===== config.mk =====
export PLATFORM = sky130hd
export DESIGN_NAME = multi_timer_bridge
export DESIGN_NICKNAME = d
export VERILOG_FILES = /design/src/rtl/multi_timer_bridge.sv
export SDC_FILE = /design/constraint.sdc
export NUM_CORES = 1
export LEC_CHECK = 0
export ABC_CLOCK_PERIOD_IN_PS = 4880
export BUFFER_PORTS_ARGS = -buffer_cell sky130_fd_sc_hd__buf_2
export CAP_MARGIN = 0
export CORE_MARGIN = 4
export CORE_UTILIZATION = 50
export DETAILED_ROUTE_END_ITERATION = 6
export GPL_ROUTABILITY_DRIVEN = 0
export GPL_TIMING_DRIVEN = 0
export PLACE_DENSITY = 0.81
export SETUP_SLACK_MARGIN = 0.02
export SLEW_MARGIN = 0
export SYNTH_ARGS = -nofsm -noshare
export SYNTH_HDL_FRONTEND = slang
export SYNTH_SLANG_ARGS = --single-unit

===== constraint.sdc =====
create_clock -name clk -period 4.88 [get_ports clk]
set_input_delay 0.976 -clock clk [delete_from_list [all_inputs] [get_ports clk]]
set_output_delay 0.976 -clock clk [all_outputs]
set_load 0.01 [all_outputs]

===== src/rtl/multi_timer_bridge.sv =====
// ---------------------------------------------------------------------------
// multi_timer_bridge
//
// CPU-side load/store bridge that maps a 256-byte I/O page onto NUM_CH
// independent down-counting timer channels and drives the CP0 hardware
// interrupt inputs.
//
// Each channel occupies 16 bytes (four word registers):
//   +0x0 CTRL    [0] EN, [2:1] MODE, [3] IM
//   +0x4 PRESET  CNT_W bits, zero-extended on read
//   +0x8 COUNT   read-only
//   +0xC STATUS  [0] PEND, write 1 to clear
//
// MODE 00 one-shot, 01 auto-reload, 10 periodic pulse, 11 behaves as 00.
//
// Ports:
//   clk    in   1   system clock, all state on rising edge
//   reset  in   1   asynchronous active-low reset, clears all state
//   addr   in  30   word address [31:2]; [15:8] page, [7:4] channel, [3:2] reg
//   dataI  in  32   store data
//   dataO  out 32   load data, combinational from addr, no read side effects
//   we     in   1   store strobe, one cycle per store
//   HWInt  out  6   interrupt lines [7:2]; channel i drives HWInt[2+i]
// ---------------------------------------------------------------------------
module multi_timer_bridge #(
   parameter int         NUM_CH  = 2,
   parameter int         CNT_W   = 32,
   parameter logic [7:0] BASE_HI = 8'h7f
) (
   input  logic        clk,
   input  logic        reset,
   input  logic [31:2] addr,
   input  logic [31:0] dataI,
   output logic [31:0] dataO,
   input  logic        we,
   output logic [7:2]  HWInt
);

   typedef enum logic [1:0] {
      ST_IDLE = 2'd0,
      ST_LOAD = 2'd1,
      ST_CNT  = 2'd2,
      ST_INT  = 2'd3
   } state_e;

   localparam logic [1:0]       MODE_RELOAD = 2'b01;
   localparam logic [1:0]       MODE_PULSE  = 2'b10;
   localparam logic [CNT_W-1:0] CNT_ZERO    = {CNT_W{1'b0}};
   localparam logic [CNT_W-1:0] CNT_ONE     = {{(CNT_W-1){1'b0}}, 1'b1};

   // Per-channel state
   state_e           state_q  [NUM_CH];
   state_e           state_d  [NUM_CH];
   logic             en_q     [NUM_CH];
   logic             en_d     [NUM_CH];
   logic [1:0]       mode_q   [NUM_CH];
   logic [1:0]       mode_d   [NUM_CH];
   logic             im_q     [NUM_CH];
   logic             im_d     [NUM_CH];
   logic [CNT_W-1:0] preset_q [NUM_CH];
   logic [CNT_W-1:0] preset_d [NUM_CH];
   logic [CNT_W-1:0] count_q  [NUM_CH];
   logic [CNT_W-1:0] count_d  [NUM_CH];
   logic             pend_q   [NUM_CH];
   logic             pend_d   [NUM_CH];
   logic [5:0]       hwint_q;
   logic [5:0]       hwint_d;

   // Decode and per-channel strobes
   logic             hit_s;
   logic [3:0]       ch_s;
   logic [1:0]       reg_s;
   logic             valid_s;
   logic             wr_ctrl_s   [NUM_CH];
   logic             wr_preset_s [NUM_CH];
   logic             wr_status_s [NUM_CH];
   logic [NUM_CH-1:0] fire_s;
   logic [31:0]      rd_val_s    [NUM_CH];
   logic             unused_s;

   // addr is a word address, so the byte-address fields land at their natural indices.
   assign hit_s    = (addr[15:8] == BASE_HI);
   assign ch_s     = addr[7:4];
   assign reg_s    = addr[3:2];
   assign valid_s  = hit_s && ({28'd0, ch_s} < 32'(NUM_CH));
   assign unused_s = ^addr[31:16];

   // Per-channel write strobes; COUNT (reg 2) has no strobe, so writes to it vanish.
   always_comb begin
      for (int i = 0; i < NUM_CH; i++) begin
         wr_ctrl_s[i]   = we && valid_s && (ch_s == 4'(i)) && (reg_s == 2'd0);
         wr_preset_s[i] = we && valid_s && (ch_s == 4'(i)) && (reg_s == 2'd1);
         wr_status_s[i] = we && valid_s && (ch_s == 4'(i)) && (reg_s == 2'd3);
      end
   end

   // Next-state logic for every channel's FSM and registers.
   always_comb begin
      state_d  = state_q;
      en_d     = en_q;
      mode_d   = mode_q;
      im_d     = im_q;
      preset_d = preset_q;
      count_d  = count_q;
      pend_d   = pend_q;
      fire_s   = {NUM_CH{1'b0}};
      for (int i = 0; i < NUM_CH; i++) begin
         // A PRESET store while enabled restarts the channel from any state and
         // pre-empts whatever the FSM would otherwise do on this edge.
         if (wr_preset_s[i] && en_q[i]) begin
            state_d[i] = ST_LOAD;
         end else begin
            case (state_q[i])
               ST_IDLE: begin
                  if (wr_ctrl_s[i] && dataI[0]) begin
                     state_d[i] = ST_LOAD;
                  end else begin
                     state_d[i] = ST_IDLE;
                  end
               end
               ST_LOAD: begin
                  count_d[i] = preset_q[i];
                  state_d[i] = ST_CNT;
               end
               ST_CNT: begin
                  if (!en_q[i]) begin
                     state_d[i] = ST_CNT;
                  end else if (count_q[i] != CNT_ZERO) begin
                     count_d[i] = count_q[i] - CNT_ONE;
                  end else begin
                     state_d[i] = ST_INT;
                     // Pulse mode signals through the INT state only, never PEND.
                     fire_s[i]  = (mode_q[i] != MODE_PULSE);
                  end
               end
               ST_INT: begin
                  if ((mode_q[i] == MODE_RELOAD) || (mode_q[i] == MODE_PULSE)) begin
                     state_d[i] = ST_LOAD;
                  end else begin
                     en_d[i]    = 1'b0;
                     state_d[i] = ST_IDLE;
                  end
               end
               default: begin
                  state_d[i] = ST_IDLE;
               end
            endcase
         end

         if (wr_preset_s[i]) begin
            preset_d[i] = dataI[CNT_W-1:0];
         end else begin
            preset_d[i] = preset_q[i];
         end

         // Applied after the FSM so a software CTRL store beats the one-shot EN clear.
         if (wr_ctrl_s[i]) begin
            en_d[i]   = dataI[0];
            mode_d[i] = dataI[2:1];
            im_d[i]   = dataI[3];
         end else begin
            mode_d[i] = mode_q[i];
            im_d[i]   = im_q[i];
         end

         // Hardware set has priority over a simultaneous write-1-to-clear.
         if (fire_s[i]) begin
            pend_d[i] = 1'b1;
         end else if (wr_status_s[i] && dataI[0]) begin
            pend_d[i] = 1'b0;
         end else begin
            pend_d[i] = pend_q[i];
         end
      end
   end

   // Interrupt lines computed from next-state values so the registered copy
   // equals the same function of the current flops; unused lines stay 0.
   always_comb begin
      hwint_d = 6'd0;
      for (int i = 0; i < NUM_CH; i++) begin
         if (mode_d[i] == MODE_PULSE) begin
            hwint_d[i] = im_d[i] && (state_d[i] == ST_INT);
         end else begin
            hwint_d[i] = im_d[i] && pend_d[i];
         end
      end
   end

   // Per-channel read values.
   always_comb begin
      for (int i = 0; i < NUM_CH; i++) begin
         case (reg_s)
            2'd0:    rd_val_s[i] = {28'd0, im_q[i], mode_q[i], en_q[i]};
            2'd1:    rd_val_s[i] = 32'(preset_q[i]);
            2'd2:    rd_val_s[i] = 32'(count_q[i]);
            2'd3:    rd_val_s[i] = {31'd0, pend_q[i]};
            default: rd_val_s[i] = 32'd0;
         endcase
      end
   end

   // Load data mux; unselected or out-of-range channels contribute zero.
   always_comb begin
      dataO = 32'd0;
      for (int i = 0; i < NUM_CH; i++) begin
         dataO = dataO | ((valid_s && (ch_s == 4'(i))) ? rd_val_s[i] : 32'd0);
      end
   end

   // State registers with asynchronous active-low reset.
   always_ff @(posedge clk or negedge reset) begin
      if (!reset) begin
         for (int i = 0; i < NUM_CH; i++) begin
            state_q[i]  <= ST_IDLE;
            en_q[i]     <= 1'b0;
            mode_q[i]   <= 2'b00;
            im_q[i]     <= 1'b0;
            preset_q[i] <= CNT_ZERO;
            count_q[i]  <= CNT_ZERO;
            pend_q[i]   <= 1'b0;
         end
         hwint_q <= 6'd0;
      end else begin
         state_q  <= state_d;
         en_q     <= en_d;
         mode_q   <= mode_d;
         im_q     <= im_d;
         preset_q <= preset_d;
         count_q  <= count_d;
         pend_q   <= pend_d;
         hwint_q  <= hwint_d;
      end
   end

   assign HWInt = hwint_q;

endmodule


==> impl_metrics.toml <==
[placed_design]
dp.cells = 1334
io_buffers = 82
place_area_sq_um = 9330
dp_hpwl_um = 21900

[setup_path]
crit_required_ns = 3.90
critical_path_class = "in -> out"
cp_max_fo = 10
cp_data_arrival_time_ns = 3.53
worst_setup_path_end_kind = "output port"
startpoint_type = "primary input"

[synth]
synth_edf_count = 0
synth_top_family_by_area = "compound AO/OA/AOI/OAI gates"
synth_compound_area_share_pct = 26.2
syn_inst = 1028
async_flop_share_pct = 100
synthesis.area_sq_um = 8600
synth.distinct_cells = 67
synth_area_leaders = "dfrtp_1 42%, nand2_1 11%, a21oi_1 3.3%"
synth-simple-area-share_pct = 22.9
yosys_most_used_dff = "dfrtp_1"
ys_seq_area_share_pct = 41.9
yosys.area.top_type = "dfrtp_1"
synth-xor-area-share_pct = 0
muxShareOfSynthArea_pct = 2.56
synth.top_cell.area_share_pct = 41.9
ys_seq_elements = 144
syn_area_per_cell_sq_um = 8.36
synth-adder-area-share_pct = 1.46
yosysWarnings = 0

[clock_tree]
clock-sinks = 144
cts.htree.levels = 4
post-cts-setup-buffers = 0
cts_made_buffers = 17
cts-root-buf = "clkbuf_16"
clk_latency_ns = 0.44
path_clk_slew_ns = 0.06
cts_resized = 0
cts_tree = "built"
cts-hold-fix-buffers = 0
clockBufferDepth = 2

[floorplanning]
fp.coreArea_sq_um = 16700
fp.dieH_um = 139
dieArea_sq_um = 19400
row_count = 47
pin_count = 103
initial_core_util_pct = 51.5
die_w_um = 139

[cells_and_area]
fill_cells = 1494
area_growth_pct = 16.1
nNetsFinal = 1208
utilization_pct = 59.7
final_design_area_no_fill_sq_um = 9980
antenna_cells = 0
drive_gt1_share_pct = 13.2
fin_cells = 1366

[routing]
first_pass_iters = 7
viasPerCell = 6.77
ant_nets = 0
drc_errors = 1
drtIter0Drc = 1554
num_vias = 9251
drt_wl_total_um = 30400
wire_per_inst_um = 22.3

[power_and_ir_drop]
power_density_nw_per_um2 = 413
p_leak_nw = 4.46
peakVddDrop_uv = 271
power_w = 0.00412

[status]
status = "finished with violations"
violations = "design-rule violations, max-capacitance violations"

[min_path]
hold_class = "reg -> reg"

[grt]
grt_max_degree = 77
grt_first_pass_wirelength_um = 47800
first_global_vias = 8735
track_usage_pct = 31.2
antenna_found_initial = 2
overflow = 0

[sta]
slew_violations = 0
tns_ns = 0
hold_violations = 0
fin_skew_ns = 0.00789
min_period_over_period_pct = 92.4
fmax_ghz = 0.222
tightest_slew_ns = 1.47
slew_headroom_pct = 1.57
min_period_ns = 4.51
setup_viol = 0
rsz0062_at_grt = "no"

[flow_run]
drv_cap = 1
[state kept, by name, indices dropped and copies added, names as in the netlist]
signal and flops:
mode_q 4, im_q 2, count_q 64, state_q 4, preset_q 64, en_q 2, pend_q 2, HWInt 2
[kinds of logic (layout without fill, tap and decap cells)]
family | count (synthesis) | count (layout)
flops | 144 | 144
fa+ha+maj | 10 | 10
mux | 19 | 19
other cells | 1 | 4
simple gates | 435 | 435
compound gates | 319 | 319
buf+inv | 100 | 215
[cell usage in the layout, fill, tap and decap left out, drive strengths merged, types with 12 or more instances in the layout]
cell type and instances:
o21ai 48, or3 15, inv 17, a211oi 35, nor3 28, buf 100
nand2 243, nand3 22, a221oi 28, mux2i 13, clkbuf 88, o21a 14
o22a 12, nor2 60, a2bb2oi 23, or4 12, a31oi 12, o22ai 22
dfrtp 144, a21oi 61, nand4 15, a22oi 33
[layout make-up]
class	instances	area, sq um	area share [%]
multi-input combinational	787	4580	45.9
sequential	144	3600	36.1
clock buffer	23	498	4.99
timing repair buffer	83	444	4.45
buffer	82	358	3.59
tap	220	275	2.76
clock inverter	9	153	1.53
inverter	18	67.6	0.677
[worst paths after layout]
kind | from | end | slack, ns | cells past startpoint
worst max-delay path | addr[3] | dataO[13] | 0.37 | 8
worst min-delay path | preset_q[19]$_DFFE_PN0N_ | preset_q[19]$_DFFE_PN0N_ | 0.51 | 2
worst max register to register | count_q[32]$_DFFE_PN0P_ | count_q[38]$_DFFE_PN0P_ | 1.47 | 9
worst min register to register | preset_q[19]$_DFFE_PN0N_ | preset_q[19]$_DFFE_PN0N_ | 0.51 | 2
max in group asynchronous | reset | preset_q[59]$_DFFE_PN0N_ | 3.54 | 2
min in group asynchronous | reset | HWInt[3]$_DFF_PN0_ | 0.52 | 1
[through the flow]
step	hold WS (ns)	setup slack (ns)
6_report	0.508	0.369
5_1_grt	0.536	0.252
4_1_cts	0.505	0.553
3_5_place_dp	0.490	0.572
3_3_place_gp	0.487	0.594
2_1_floorplan	0.453	1.25
[synthesized netlist by cell type (12+ instances only)]
cell / n
or3_1: 14
o22ai_1: 22
nand4_1: 15
a22oi_1: 33
a211oi_1: 35
o21a_1: 14
a221oi_1: 28
o22a_1: 12
nand3_1: 22
a31oi_1: 12
o21ai_0: 47
a2bb2oi_1: 17
mux2i_1: 13
nor3_1: 28
clkbuf_1: 65
a21oi_1: 57
nand2_1: 243
nor2_1: 60
dfrtp_1: 144
inv_1: 17
[power breakdown]
| part | internal (W) | switching [W] | total, W | leakage, nW |
|---|---|---|---|---|
| clock network | 0.000923 | 0.000531 | 0.00145 | 0.323 |
| registers | 0.00132 | 0.000173 | 0.00149 | 1.93 |
| logic | 0.000467 | 0.000712 | 0.00118 | 2.20 |
| total | 0.00271 | 0.00142 | 0.00412 | 4.46 |
[routing by layer]
layer / share of wire [%] / GRT usage [%] / vias up
met2: 43 / 45.9 / 800
met1: 38 / 41.8 / 4307
met3: 15 / 12.4 / 151
met4: 4.2 / 11.4 / 4
met5: 0.085 / 0 / -
li1: - / - / 3989
[critical path, stage by stage]
cell and delay, ns:
buf_2 0.11, buf_1 0.35, nor2b_1 0.21, clkbuf_1 0.44, clkbuf_1 0.48, a22oi_1 0.19, a211oi_1 0.54, buf_2 0.23
No activity file was read; power rests on OpenSTA's default activity.
